**src/rtl/cfo_ctrl_pkg.sv**
```systemverilog
// Shared types and default constants for the coarse CFO acquisition controller.
package cfo_ctrl_pkg;

   localparam int CFO_FW          = 16;
   localparam int CFO_TMO_SYMS    = 1024;
   localparam int CFO_SETTLE_SYMS = 64;
   localparam int CFO_MAX_RETRY   = 3;

   typedef enum logic [2:0] {
      ST_IDLE,
      ST_ACQ,
      ST_GAP,
      ST_SETTLE,
      ST_TRACK,
      ST_FAIL
   } cfo_acq_state_t;

   // Larger of two sizes, used to dimension the shared symbol counter.
   function automatic int max_int(input int a, input int b);
      return (a > b) ? a : b;
   endfunction

endpackage

```
**src/rtl/cfo_sym_cnt.sv**
```systemverilog
// Symbol strobe counter with synchronous clear and a run-time terminal count.
// The terminal-count flag marks the strobe that brings the count to 'limit'.
module cfo_sym_cnt #(
   parameter int CW = 11
) (
   input  logic          clk,
   input  logic          rst_n,
   input  logic          clr,
   input  logic          en,
   input  logic [CW-1:0] limit,
   output logic          tc
);

   logic [CW-1:0] cnt;

   // Terminal count fires on the strobe that completes the programmed window.
   assign tc = en && (cnt == (limit - CW'(1)));

   // Count strobes, saturating at the limit so the counter never wraps.
   always_ff @(posedge clk) begin
      if (!rst_n) begin
         cnt <= '0;
      end else if (clr) begin
         cnt <= '0;
      end else if (en && (cnt != limit)) begin
         cnt <= cnt + CW'(1);
      end
   end

endmodule

```
**src/rtl/cfo_acq_ctrl.sv**
```systemverilog
// Coarse CFO acquisition controller: runs the estimator, loads the NCO,
// waits for settling and hands over to the fine carrier loop.
// Optional feature: define CFO_CLAMP_EN to saturate the loaded word to +/-FMAX.
module cfo_acq_ctrl
   import cfo_ctrl_pkg::*;
#(
   parameter int                     FW          = CFO_FW,
   parameter int                     TMO_SYMS    = CFO_TMO_SYMS,
   parameter int                     SETTLE_SYMS = CFO_SETTLE_SYMS,
   parameter int                     MAX_RETRY   = CFO_MAX_RETRY,
   parameter logic signed [FW-1:0]   FMAX        = 16'sd8192
) (
   input  logic                 clk,
   input  logic                 rst_n,
   input  logic                 start_i,
   input  logic                 abort_i,
   input  logic                 sym_vld_i,
   input  logic                 est_done_i,
   input  logic signed [FW-1:0] est_freq_i,
   output logic                 est_en_o,
   output logic signed [FW-1:0] nco_freq_o,
   output logic                 nco_load_o,
   output logic                 fine_en_o,
   output logic                 busy_o,
   output logic                 locked_o,
   output logic                 fail_o
);

   localparam int CW = $clog2(max_int(TMO_SYMS, SETTLE_SYMS) + 1);
   localparam int RW = $clog2(MAX_RETRY + 1);
   localparam logic [CW-1:0] TMO_LIM    = CW'(TMO_SYMS);
   localparam logic [CW-1:0] SETTLE_LIM = CW'(SETTLE_SYMS);
   localparam logic [RW-1:0] RETRY_LIM  = RW'(MAX_RETRY);

   cfo_acq_state_t        state;
   logic [RW-1:0]         retry_cnt;
   logic                  cnt_active;
   logic                  cnt_en;
   logic                  cnt_clr;
   logic                  cnt_tc;
   logic [CW-1:0]         cnt_limit;
   logic signed [FW-1:0]  freq_sel;

`ifdef CFO_CLAMP_EN
   // Saturate the estimator word to the allowed NCO range before latching.
   always_comb begin
      freq_sel = est_freq_i;
      if (est_freq_i > FMAX) begin
         freq_sel = FMAX;
      end else if (est_freq_i < -FMAX) begin
         freq_sel = -FMAX;
      end
   end
`else
   assign freq_sel = est_freq_i;
`endif

   // The one counter serves the ACQ timeout window and the SETTLE window;
   // it is held clear in every other state and restarted on each exit.
   always_comb begin
      cnt_active = (state == ST_ACQ) || (state == ST_SETTLE);
      cnt_en     = sym_vld_i && cnt_active;
      cnt_limit  = (state == ST_SETTLE) ? SETTLE_LIM : TMO_LIM;
      cnt_clr    = !cnt_active || abort_i || cnt_tc ||
                   ((state == ST_ACQ) && est_done_i);
   end

   cfo_sym_cnt #(
      .CW    (CW)
   ) u_sym_cnt (
      .clk   (clk),
      .rst_n (rst_n),
      .clr   (cnt_clr),
      .en    (cnt_en),
      .limit (cnt_limit),
      .tc    (cnt_tc)
   );

   // Control FSM with all outputs registered alongside the state.
   always_ff @(posedge clk) begin
      if (!rst_n) begin
         state      <= ST_IDLE;
         retry_cnt  <= '0;
         nco_freq_o <= '0;
         nco_load_o <= 1'b0;
         est_en_o   <= 1'b0;
         fine_en_o  <= 1'b0;
         busy_o     <= 1'b0;
         locked_o   <= 1'b0;
         fail_o     <= 1'b0;
      end else begin
         nco_load_o <= 1'b0;
         if (abort_i) begin
            state     <= ST_IDLE;
            retry_cnt <= '0;
            est_en_o  <= 1'b0;
            fine_en_o <= 1'b0;
            busy_o    <= 1'b0;
            locked_o  <= 1'b0;
            fail_o    <= 1'b0;
         end else begin
            case (state)
               ST_IDLE, ST_TRACK, ST_FAIL: begin
                  if (start_i) begin
                     state     <= ST_ACQ;
                     retry_cnt <= '0;
                     est_en_o  <= 1'b1;
                     fine_en_o <= 1'b0;
                     busy_o    <= 1'b1;
                     locked_o  <= 1'b0;
                     fail_o    <= 1'b0;
                  end
               end
               ST_ACQ: begin
                  if (est_done_i) begin
                     state      <= ST_SETTLE;
                     nco_freq_o <= freq_sel;
                     nco_load_o <= 1'b1;
                     est_en_o   <= 1'b0;
                  end else if (cnt_tc) begin
                     retry_cnt <= retry_cnt + RW'(1);
                     est_en_o  <= 1'b0;
                     if ((retry_cnt + RW'(1)) < RETRY_LIM) begin
                        state <= ST_GAP;
                     end else begin
                        state  <= ST_FAIL;
                        busy_o <= 1'b0;
                        fail_o <= 1'b1;
                     end
                  end
               end
               ST_GAP: begin
                  state    <= ST_ACQ;
                  est_en_o <= 1'b1;
               end
               ST_SETTLE: begin
                  if (cnt_tc) begin
                     state     <= ST_TRACK;
                     busy_o    <= 1'b0;
                     fine_en_o <= 1'b1;
                     locked_o  <= 1'b1;
                  end
               end
               default: begin
                  state <= ST_IDLE;
               end
            endcase
         end
      end
   end

endmodule

```
**config.mk**
```make
export PLATFORM = sky130hd
export DESIGN_NAME = cfo_acq_ctrl
export DESIGN_NICKNAME = d
export VERILOG_FILES = /design/src/rtl/cfo_ctrl_pkg.sv /design/src/rtl/cfo_sym_cnt.sv /design/src/rtl/cfo_acq_ctrl.sv
export SDC_FILE = /design/constraint.sdc
export NUM_CORES = 1
export LEC_CHECK = 0
export ABC_CLOCK_PERIOD_IN_PS = 1850
export BUFFER_PORTS_ARGS = -buffer_cell sky130_fd_sc_hd__buf_4
export CAP_MARGIN = 20
export CELL_PAD_IN_SITES_DETAIL_PLACEMENT = 1
export CELL_PAD_IN_SITES_GLOBAL_PLACEMENT = 1
export CORE_ASPECT_RATIO = 0.5
export CORE_UTILIZATION = 39
export DETAILED_ROUTE_END_ITERATION = 10
export PLACE_DENSITY = 0.77
export SLEW_MARGIN = 20
export SYNTH_ARGS = -nofsm -noshare
export SYNTH_HDL_FRONTEND = slang
export SYNTH_SLANG_ARGS = --single-unit
```
**constraint.sdc**
```tcl
create_clock -name clk -period 1.85 [get_ports clk]
set_input_delay 0.0925 -clock clk [delete_from_list [all_inputs] [get_ports clk]]
set_output_delay 0.0925 -clock clk [all_outputs]
set_load 0.005 [all_outputs]
```
# == After elaboration in Yosys (flattened, before gate mapping) ==
# Cells that the tools add are included.
# totals
register_bits,37
in_bits,22
word_cells,81
out_inout_bits,22
# op_classes
bitwise_logic,3
muxes,27
reduce_logical,25
magnitude_cmp,1
n_eq_ne,13
n_addsub,3
# ops
operator,n
3-bit two-way mux,5
1-bit two-way mux,12
3-bit one-hot mux with 4 select lines,1
3-bit AND reduction,4
"11-bit by 1-bit adder with 11-bit output, second input constant",1
11-bit equality test,1
11-bit two-way mux,1
11-bit inequality test,1
"11-bit by 1-bit subtractor with 11-bit output, second input constant",1
"2-bit inequality test, second input constant",5
"3-bit by 2-bit equality test with 1-bit output, second input constant",2
"3-bit equality test, second input constant",2
2-bit two-way mux,3
1-bit one-hot mux with 3 select lines,2
6-bit AND reduction,1
3-bit nonzero test,2
3-bit OR reduction,2
5-bit AND reduction,1
1-bit logical AND,4
1-bit logical OR,4
1-bit one-hot mux with 2 select lines,2
2-bit one-hot mux with 2 select lines,1
4-bit AND reduction,1
2-bit nonzero test,2
8 further kinds,11

# == Longest topological paths before layout ==
# Gate-level depths: netlist of the first run.
# depth
word_depth,8
ltp_mapped,7
ltp_nobuf,6

# == By module ==
# Synthesis of the first run repeated with hierarchy kept, for this count alone.
# hier_totals
cells_unflattened,255
hier_area_um2,2170.8
# modules_own_cells
module,cells_per_inst,seq_area_each_um2,area_per_inst_um2,n_inst
cfo_acq_ctrl,134,520.5,1209.9,1
cfo_sym_cnt,121,220.2,960.9,1

# == Worst setup path after synthesis of the first run ==
# No wires, ideal clock.
# synth_path
path_kind,reg2reg
startpoint,reg u_sym_cnt.cnt[0]
endpoint,reg u_sym_cnt.cnt[8]
period_less_slack_ns,1.578
n_path_buf,0
path_stages_with_launch,6
arrival_ns,1.512
required_time_ns,1.784
setup_slack_ns,0.272
setup_ns,0.066
path_cell_list,dfxtp_1 -> ha_1 -> and3_1 -> nand3_1 -> or4_4 -> a21oi_2
# synth_via
elab_chain_cells,5
elab_cells_between_ends,8
classes_between,1 x add/sub; 2 x eq/ne; 5 x reduce/logical
# synth_rtl
item,line_no,text
from (decl),cfo_sym_cnt.sv:14,logic [CW-1:0] cnt;
from (signal assigned),cfo_sym_cnt.sv:26,cnt <= cnt + CW'(1);
"parallel branches: the longest is 5 deep, another holds 11-bit by 1-bit adder with 11-bit output",-,
# Parallel ways; which one is timed is not known.
# A chain may end at the register's enable or synchronous reset.

# == Worst setup path in the final report of the first run ==
# layout_path
startpoint,reg state[0]
endpoint,reg u_sym_cnt.cnt[8]
# layout_via
elab_chain_cells,8
elab_cells_between_ends,16
classes_between,1 x add/sub; 4 x eq/ne; 1 x mux; 10 x reduce/logical
# layout_rtl
item,line_no,text
from (decl),cfo_acq_ctrl.sv:35,cfo_acq_state_t state;
from (signal assigned),cfo_acq_ctrl.sv:82,state <= ST_IDLE;
from (signal assigned),cfo_acq_ctrl.sv:94,state <= ST_IDLE;
from (signal assigned),cfo_acq_ctrl.sv:105,state <= ST_ACQ;
3-bit by 2-bit equality test with 1-bit output,"cfo_acq_ctrl.sv:61, cfo_acq_ctrl.sv:63",
11-bit two-way mux,cfo_acq_ctrl.sv:63,cnt_limit = (state == ST_SETTLE) ? SETTLE_LIM : TMO_LIM;
11-bit by 1-bit subtractor with 11-bit output,cfo_sym_cnt.sv:17,assign tc = en && (cnt == (limit - CW'(1)));
11-bit equality test,cfo_sym_cnt.sv:17,
1-bit logical AND,cfo_sym_cnt.sv:17,
1-bit logical OR (2 in a row),cfo_acq_ctrl.sv:64,cnt_clr = !cnt_active || abort_i || cnt_tc ||
2-bit OR reduction (no source line),-,
# Parallel ways exist; a longest one is shown, timed or not.

==> flow_summary_export.csv, run 1 <==
group,metric,value,unit
run_status,status,"completed",
worst_setup_path,worst_path_max_delay_cell,"dfxtp_1",
synth,synth_cells,217,
layout,final_common_cell,"buf_4",
floorplan,start_util,41.5,%
grt,track_usage,20.9,%
drt,via_per_inst,5.22,
timing,fin_crit_sh,93.4,%
min_path,min_path_type,"in -> reg",
synth,synth-seq-cells,37,
grt,grt-ovfl-total,0,
synth,yosysSeqAreaShare,39.8,%
timing,hold-worst-slack,0.0483,ns
pwr,switchingPower,371,uW
timing,tightest_slew,0.332,ns
timing,rsz0062_at_grt,"no",
pwr,peakVddDrop,0.432,mV
synth,syn_nets,242,
pwr,p_leak,0.896,nW
worst_setup_path,worstSetupPathType,"reg -> reg",
clock_network,root_buffer,"clkbuf_8",
clock_network,numCtsBuffers,5,
synth,yosysWarnings,0,
clock_network,max-clock-path-buffers,2,
floorplan,core_area,0.00449,mm2
clock_network,clock_latency,0.29,ns
floorplan,core.rowCount,17,
layout,fin_nets,291,
timing,setup_ws,0.122,ns
synth,syn_area_per_cell,8.58,um2
layout,area_growth,30.4,%
place,gp_congestion,0.827,
drt,wire_per_inst,14.4,um
drt,detail-route-antenna-nets,0,
worst_setup_path,start_kind,"flop",
clock_network,tritoncts,"built",
layout,fill_cells,549,
grt,antenna_found_initial,0,
grt,grt_max_degree,20,
pwr,switching_share,20.7,%
synth,synth_async_sr_flop_share,0,%
drt,routed-via-count,1739,
layout,drive_above_1_share,27.3,%
worst_setup_path,crit_chain,"nor2b_1, buf_4, nand4_1, or4_4, a21oi_2",
synth,netlist_area,0.00186,mm2
worst_setup_path,cp_max_fo,7,
clock_network,cts.sinks,37,
pwr,power_frac_clock,46.7,%
place,placed_area,0.00227,mm2
floorplan,die_w,99.7,um
drt,drt_iter0_markers,90,
worst_setup_path,worstPathRequired,2.08,ns
timing,fmax,0.579,GHz
clock_network,htreeDepth,2,
floorplan,die_h,50.9,um
layout,final_area,0.00243,mm2
drt,drc,0,
synth,synth_edf_count,0,
place,place_hpwl,3.61,mm
drt,drt-pass1-iter-count,4,
worst_setup_path,cp-end-kind,"flop",
drt,wirelength,4.79,mm
grt,first_global_vias,1761,
worst_setup_path,slowest_delay,0.46,ns
pwr,combPwrFrac,7.7,%
pwr,internal_power,1.42,mW
layout,antenna_cells,0,
worst_setup_path,cp.arrival,1.96,ns
floorplan,io_pins,44,
clock_network,clkSlewWorstSetupHoldPaths,0.07,ns
timing,finalSetupViolCount,0,
place,dp_slack,0.118,ns
pwr,p_per_area,736,mW/mm2
timing,fin_skew,0.00636,ns
timing,finalHoldViolCount,0,
grt,grt_pass1_wl,8.16,mm
run,drv_cap,0,
floorplan,dieArea,0.00507,mm2
timing,fin_crit,1.73,ns
timing,tns,0,ns
synth,synth_flop_cell,"dfxtp_1",
layout,final_cell_mix,"buf_4, nand2_1, dfxtp_1, a21boi_0, nor2_1",
pwr,seqPwrFrac,45.6,%
timing,relSlewSlack,77.2,%
place,numPortBuffers,43,
synth,synth_cell_types,48,
timing,drv_slew,0,
metal layers:
| layer | vias up | track usage [%] | share of wire [%] |
|---|---|---|---|
| li1 | 871 | - | - |
| met1 | 829 | 25.2 | 47 |
| met2 | 32 | 35.5 | 47 |
| met3 | 7 | 5.34 | 3.9 |
| met4 | 0 | 9.80 | 1.5 |
| met5 | - | 0 | 0 |
kinds of logic (layout without fill, tap and decap cells):
kind of cell	Yosys count	count (layout)	share of synthesized area [%]
xor+xnor	4	4	1.88
fa+ha+maj	3	3	2.02
buf+inv	19	69	5.31
flops	37	37	39.8
mux	2	2	1.08
simple gates	104	104	31.2
compound gates	48	48	18.7
cell usage after synthesis, types with 2 or more instances:
cell	count	area share [%]
dfxtp_1	37	40
nor3b_1	2	0.81
buf_2	7	1.9
nor4_4	2	2.3
nand3_1	10	2.7
and3_1	2	0.67
xnor2_1	4	1.9
nor4_1	2	0.67
a21oi_1	10	2.7
buf_6	2	1.2
a21boi_0	15	6.0
clkbuf_1	2	0.40
nand2_1	40	8.1
inv_1	7	1.4
nand2b_1	5	1.7
nor2_1	13	2.6
o21ai_0	3	0.81
and2_1	2	0.67
nor3_1	4	1.1
mux2i_1	2	1.1
nor2b_1	2	0.67
ha_1	3	2.0
a31oi_1	2	0.67
nand4_1	5	1.7
o31ai_1	6	2.4
or4_1	6	2.4
power by group through the flow:
stage	sequential (mW)	clock, mW	combinational [mW]
3_3_place_gp	0.832	0	0.133
5_1_grt	0.816	0.880	0.150
6_report	0.815	0.834	0.137
3_5_place_dp	0.833	0	0.135
2_1_floorplan	0.832	0	0.0589
4_1_cts	0.815	0.850	0.136
stage by stage:
step	std cells	total power [mW]	util (%)
2_1_floorplan	217	0.891	-
3_5_place_dp	323	0.969	50.7
3_3_place_gp	323	0.965	50.7
4_1_cts	331	1.80	53.7
6_report	333	1.79	54.1
5_1_grt	333	1.85	54.1
state kept, by name, summed over array words and instances (netlist names):
name / flops
nco_freq_o: 16
u_sym_cnt.cnt: 11
state: 3
retry_cnt: 2
busy_o: 1
est_en_o: 1
fail_o: 1
locked_o: 1
nco_load_o: 1
final cells by class:
type	count	area [um2]	share of cell area, %
multi-input combinational	161	1030	42.3
sequential	37	741	30.5
timing repair buffer	54	418	17.2
tap	66	82.6	3.40
clock buffer	5	68.8	2.83
clock inverter	3	65.1	2.68
inverter	7	26.3	1.08
critical path: cells and delay by family (launching register included):
family          cells  cell delay [ns]
buf+inv             1             0.17
simple gates        3             0.90
compound gates      1             0.13
flops               1             0.46
what timing repair did:
action | in CTS | in global routing
hold buffers | 0 | 0
setup buffers | 0 | 2
setup endpoints to repair | 0 | 2
gates resized for setup | 0 | 1
final timing paths:
| path | start | endpoint | slack, ns | cells after the start |
|---|---|---|---|---|
| setup / recovery | state[0] | u_sym_cnt.cnt[8] | 0.12 | 5 |
| hold / removal | est_freq_i[6] | nco_freq_o[6] | 0.05 | 3 |
| setup reg to reg | state[0] | u_sym_cnt.cnt[8] | 0.12 | 5 |
| hold reg to reg | nco_freq_o[0] | nco_freq_o[0] | 0.46 | 2 |
Note: power is estimated with default switching activity, not from simulation.
==> inputs of run 2 (changes only) <==
--- a/config.mk
+++ b/config.mk
@@ -5,7 +5,7 @@
 export SDC_FILE = /design/constraint.sdc
 export NUM_CORES = 1
 export LEC_CHECK = 0
-export ABC_CLOCK_PERIOD_IN_PS = 1850
+export ABC_CLOCK_PERIOD_IN_PS = 1700
 export BUFFER_PORTS_ARGS = -buffer_cell sky130_fd_sc_hd__buf_4
 export CAP_MARGIN = 20
 export CELL_PAD_IN_SITES_DETAIL_PLACEMENT = 1
==> constraint.sdc (replaced) <==
create_clock -name clk -period 1.7 [get_ports clk]
set_input_delay 0.085 -clock clk [delete_from_list [all_inputs] [get_ports clk]]
set_output_delay 0.085 -clock clk [all_outputs]
set_load 0.005 [all_outputs]
==> run 2 against run 1 <==
Net effect: critical path depth stayed put; highest routed layer unchanged; clock power is 17% lower; largest cell class unchanged; sequential cell count stayed put; maximum frequency is 5.0% higher; sequential power is 8.8% higher; count of clock-buffer cells in the layout is 2 higher; first-iteration DRC count is 49% lower; global-route usage is 0.68 points higher.
==> flow_summary_export.csv, run 2 (same netlist as run 1, synthesis figures left out) <==
group,metric,value,unit
timing,fin_crit_sh,96.8,%
layout,antenna_cells,0,
worst_setup_path,worst_path_max_delay_cell,"or4_1",
floorplan,die_w,99.7,um
floorplan,start_util,41.5,%
run,drv_cap,0,
layout,final_common_cell,"buf_4",
place,dp_slack,-0.0188,ns
worst_setup_path,crit_chain,"ha_2, and3_4, nand3_2, or4_1, a21oi_1",
clock_network,cts.sinks,37,
worst_setup_path,worstSetupPathType,"reg -> reg",
layout,top_register,"nco_freq_o",
timing,fmax,0.608,GHz
worst_setup_path,cp.arrival,1.86,ns
floorplan,core_area,0.00449,mm2
grt,grt_max_degree,20,
layout,fin_nets,301,
worst_setup_path,reg2reg_slack,0.05,ns
timing,fin_crit,1.65,ns
layout,top_regs,"nco_freq_o: 16 flops, u_sym_cnt.cnt: 11 flops, state: 3 flops",
clock_network,max-clock-path-buffers,2,
drt,drc,0,
place,gp_congestion,0.769,
grt,track_usage,21.6,%
layout,largest_reg_flops,16,
clock_network,root_buffer,"clkbuf_8",
drt,wirelength,4.91,mm
drt,routed-via-count,1782,
layout,fin_util,55.8,%
drt,top_layer,"met4",
layout,drive_above_1_share,33.2,%
min_path,min_path_type,"in -> reg",
clock_network,clkSlewWorstSetupHoldPaths,0.08,ns
grt,grt-ovfl-total,0,
floorplan,io_pins,44,
drt,route.met3.wl,191,um
timing,drv_slew,0,
grt,first_global_vias,1756,
worst_setup_path,crit_buf_inv,0,
timing,tightest_slew,0.326,ns
layout,instances_no_fill,343,
worst_setup_path,cp_max_fo,5,
grt,grt_pass1_wl,8.38,mm
timing,finalHoldViolCount,0,
clock_network,numCtsBuffers,5,
timing,setup_ws,0.0545,ns
drt,detail-route-antenna-nets,0,
drt,via_per_inst,5.20,
worst_setup_path,crit_family,"simple AND/OR/NAND/NOR gates",
worst_setup_path,start_kind,"flop",
worst_setup_path,cp-end-kind,"flop",
timing,fin_skew,0.00331,ns
floorplan,die_h,50.9,um
drt,wire_per_inst,14.3,um
pwr,power,1.73,mW
place,dp_cells,334,
timing,finalSetupViolCount,0,
worst_setup_path,slowest_delay,0.54,ns
drt,drt-met1-wl,2.34,mm
place,numPortBuffers,43,
clock_network,htreeDepth,2,
drt,drt_iter0_markers,46,
layout,final_cell_mix,"buf_4, nand2_1, dfxtp_1, a21boi_0, nor2_1",
pwr,peakVddDrop,0.361,mV
layout,area_growth,34.4,%
pwr,p_leak,0.934,nW
floorplan,core.rowCount,17,
drt,met2_length,2.34,mm
grt,antenna_found_initial,0,
floorplan,dieArea,0.00507,mm2
clock_network,tritoncts,"built",
clock_network,clock_latency,0.29,ns
drt,drt-pass1-iter-count,4,
timing,relSlewSlack,77.7,%
place,place_hpwl,3.68,mm
run_status,status,"completed",
layout,fill_cells,561,
pwr,p_per_area,692,mW/mm2
worst_setup_path,worstPathRequired,1.92,ns
-- run 2: cell types whose count changed in the layout (fill, tap and decap cells not counted), sizes merged --
cell and delta:
bufinv -2, buf +10, clkbuf +2
-- run 2: layout make-up --
cell class	count	area, um2	area share [%]
Clock buffer	7	96.3	3.85
Timing Repair Buffer	64	505	20.2
Multi-Input combinational cell	161	1040	41.5
Clock inverter	1	5.00	0.200
Tap cell	66	82.6	3.30
Inverter	7	26.3	1.05
Sequential cell	37	748	29.9
-- run 2: worst paths after layout --
path / to / from / cells past startpoint
worst max-delay path: u_sym_cnt.cnt[10] / u_sym_cnt.cnt[0] / 5
worst min-delay path: nco_freq_o[6] / est_freq_i[6] / 3
worst max register to register: u_sym_cnt.cnt[10] / u_sym_cnt.cnt[0] / 5
worst min register to register: nco_freq_o[0] / nco_freq_o[0] / 2
-- run 2: metrics by stage --
stage	setup TNS, ns	cell area [um2]	hold slack, ns
final	0	2500	0.0379
after global placement	0	2370	0.341
after CTS	0	2480	0.0292
after floorplan	0	1860	0.220
after global routing	-0.0295	2500	0.0334
after detailed placement	-0.0265	2370	0.346
-- run 2: tightest hold or removal path: stages --
cell and delay, ns:
buf_4 0.11, nand2_1 0.05, a21boi_1 0.05
-- run 2: layer usage --
metal | vias to the layer above | GRT usage, %
met5 | - | 0
met4 | 0 | 7.35
met3 | 4 | 5.20
met2 | 34 | 37.5
met1 | 854 | 26.6
li1 | 890 | -
-- run 2: repair_timing --
action / in CTS / in global routing
pin swaps: 0 / 1
buffers inserted: 0 / 1
endpoints found under the setup margin: 3 / 13
resized for setup: 1 / 9
hold buffers: 0 / 0
-- run 2: power by group --
part,switching [mW],internal (mW),total (mW)
logic,0.0692,0.0824,0.152
registers,0.00897,0.878,0.887
clock network,0.328,0.367,0.695
==> inputs of run 3 (changes only) <==
--- a/config.mk
+++ b/config.mk
@@ -11,9 +11,9 @@
 export CELL_PAD_IN_SITES_DETAIL_PLACEMENT = 1
 export CELL_PAD_IN_SITES_GLOBAL_PLACEMENT = 1
 export CORE_ASPECT_RATIO = 0.5
-export CORE_UTILIZATION = 39
+export CORE_UTILIZATION = 35
 export DETAILED_ROUTE_END_ITERATION = 10
-export PLACE_DENSITY = 0.77
+export PLACE_DENSITY = 0.7
 export SLEW_MARGIN = 20
 export SYNTH_ARGS = -nofsm -noshare
 export SYNTH_HDL_FRONTEND = slang
==> run 3 against run 2 <==
Net effect: sequential power barely moved; die area up 11%; maximum frequency up 1.1%; first-iteration DRC count rose by 2.2%; critical path depth stayed put; sequential cell count unchanged; largest cell class unchanged; largest power group is now clock.
==> flow_summary_export.csv, run 3 (same netlist as run 1, synthesis figures left out) <==
group,metric,value,unit
worst_setup_path,start_kind,"flop",
layout,final_common_cell,"buf_4",
worst_setup_path,crit_chain,"ha_2, and3_4, nand3_2, or4_1, a21oi_1",
worst_setup_path,worstPathRequired,1.93,ns
drt,drt-met1-wl,2.56,mm
worst_setup_path,cp-end-kind,"flop",
place,numPortBuffers,43,
drt,wirelength,5.28,mm
timing,tightest_slew,0.348,ns
clock_network,hold_buffers,0,
timing,finalSetupViolCount,0,
layout,final_area,0.00258,mm2
grt,grt-ovfl-total,0,
timing,fin_crit_sh,95.7,%
grt,first_global_vias,1766,
timing,setup_ws,0.0723,ns
drt,detail-route-antenna-nets,0,
grt,grt_max_degree,20,
layout,drive_above_1_share,35.9,%
layout,top_regs,"nco_freq_o: 16 flops, u_sym_cnt.cnt: 11 flops, state: 3 flops",
run,drv_cap,0,
run_status,status,"completed",
floorplan,dieArea,0.00563,mm2
worst_setup_path,slowest_delay,0.52,ns
clock_network,htreeDepth,2,
timing,relSlewSlack,76.8,%
drt,drt_iter0_markers,47,
clock_network,cts.sinks,37,
floorplan,io_pins,44,
pwr,power,1.98,mW
worst_setup_path,cp.arrival,1.85,ns
timing,drv_slew,0,
layout,fill_cells,600,
layout,fin_util,51.3,%
floorplan,core_area,0.00502,mm2
layout,final_cell_mix,"buf_4, nand2_1, dfxtp_1, a21boi_0, nor2_1",
timing,fmax,0.614,GHz
worst_setup_path,worstSetupPathType,"reg -> reg",
worst_setup_path,worst_path_max_delay_cell,"or4_1",
layout,area_growth,38.4,%
worst_setup_path,cp_max_fo,5,
drt,top_layer,"met4",
pwr,p_leak,0.955,nW
place,gp_congestion,0.799,
clock_network,root_buffer,"clkbuf_8",
min_path,min_path_type,"in -> reg",
place,dp_slack,-0.0552,ns
floorplan,die_w,105,um
layout,antenna_cells,0,
floorplan,core.rowCount,18,
layout,largest_reg_flops,16,
clock_network,clock_latency,0.30,ns
drt,wire_per_inst,15.0,um
timing,rsz0062_at_grt,"yes",
timing,fin_skew,0.0152,ns
clock_network,max-clock-path-buffers,2,
clock_network,tritoncts,"built",
clock_network,numCtsBuffers,5,
worst_setup_path,crit_buf_inv,0,
drt,met2_length,2.46,mm
place,place_hpwl,3.94,mm
place,placed_area,0.00239,mm2
grt,antenna_found_initial,0,
grt,track_usage,19.7,%
grt,grt_pass1_wl,8.56,mm
layout,fin_nets,305,
pwr,peakVddDrop,0.298,mV
drt,via_per_inst,5.20,
pwr,p_per_area,769,mW/mm2
floorplan,start_util,37.1,%
timing,fin_crit,1.63,ns
layout,top_register,"nco_freq_o",
drt,drc,0,
drt,drt-pass1-iter-count,4,
drt,routed-via-count,1826,
timing,finalHoldViolCount,0,
drt,route.met3.wl,216,um
worst_setup_path,crit_family,"simple AND/OR/NAND/NOR gates",
floorplan,die_h,53.6,um
clock_network,clkSlewWorstSetupHoldPaths,0.09,ns
## run 3: changes by cell type in the layout (fill, tap and decap cells not counted), moves of 2 or more
cell,previous run,this run
bufinv_16,0,2
buf_4,62,66
dfxtp_1,31,28
clkbuf_8,7,5
dfxtp_2,6,9
## run 3: repair_timing
action,CTS,global route
setup endpoints to repair,11,16
cloned,0,1
gates resized for setup,4,12
pin swaps,0,5
buffers inserted,0,1
## run 3: cell type report
type / count / area (um2) / area share [%]
Clock buffer: 5 / 68.8 / 2.67
Clock inverter: 3 / 68.8 / 2.67
Inverter: 7 / 26.3 / 1.02
Multi-Input combinational cell: 162 / 1060 / 41.1
Sequential cell: 37 / 752 / 29.2
Tap cell: 70 / 87.6 / 3.40
Timing Repair Buffer: 67 / 515 / 20.0
## run 3: worst reg2reg max path, delay by kind of cell (launching register included)
family,cells,cell delay (ns)
AOI/OAI and AO/OA,1,0.17
adders and majority gates,1,0.19
DFF,1,0.35
and+or+nand+nor,3,0.86
## run 3: report_power, final
part	internal, mW	leakage (nW)	switching [mW]
clock	0.591	0.0687	0.348
sequential	0.878	0.303	0.00949
combinational	0.0842	0.583	0.0721
## run 3: worst paths after layout
path / start / end / slack, ns / depth (start not counted)
max: u_sym_cnt.cnt[1] / u_sym_cnt.cnt[10] / 0.07 / 5
min: est_freq_i[6] / nco_freq_o[6] / 0.04 / 3
max reg2reg: u_sym_cnt.cnt[1] / u_sym_cnt.cnt[10] / 0.07 / 5
min reg2reg: nco_freq_o[6] / nco_freq_o[6] / 0.46 / 2
## run 3: metal layers
metal / vias to the layer above / global-route usage [%]
li1: 904 / -
met1: 883 / 24.3
met2: 34 / 36.1
met3: 5 / 4.36
met4: 0 / 5.16
met5: - / 0
## run 3: stage by stage
step	setup TNS, ns	std cells	hold slack, ns
2_1_floorplan	0	217	0.220
3_3_place_gp	0	342	0.340
3_5_place_dp	-0.237	342	0.346
4_1_cts	0	350	0.0280
5_1_grt	-0.0126	351	0.0250
6_report	0	351	0.0368
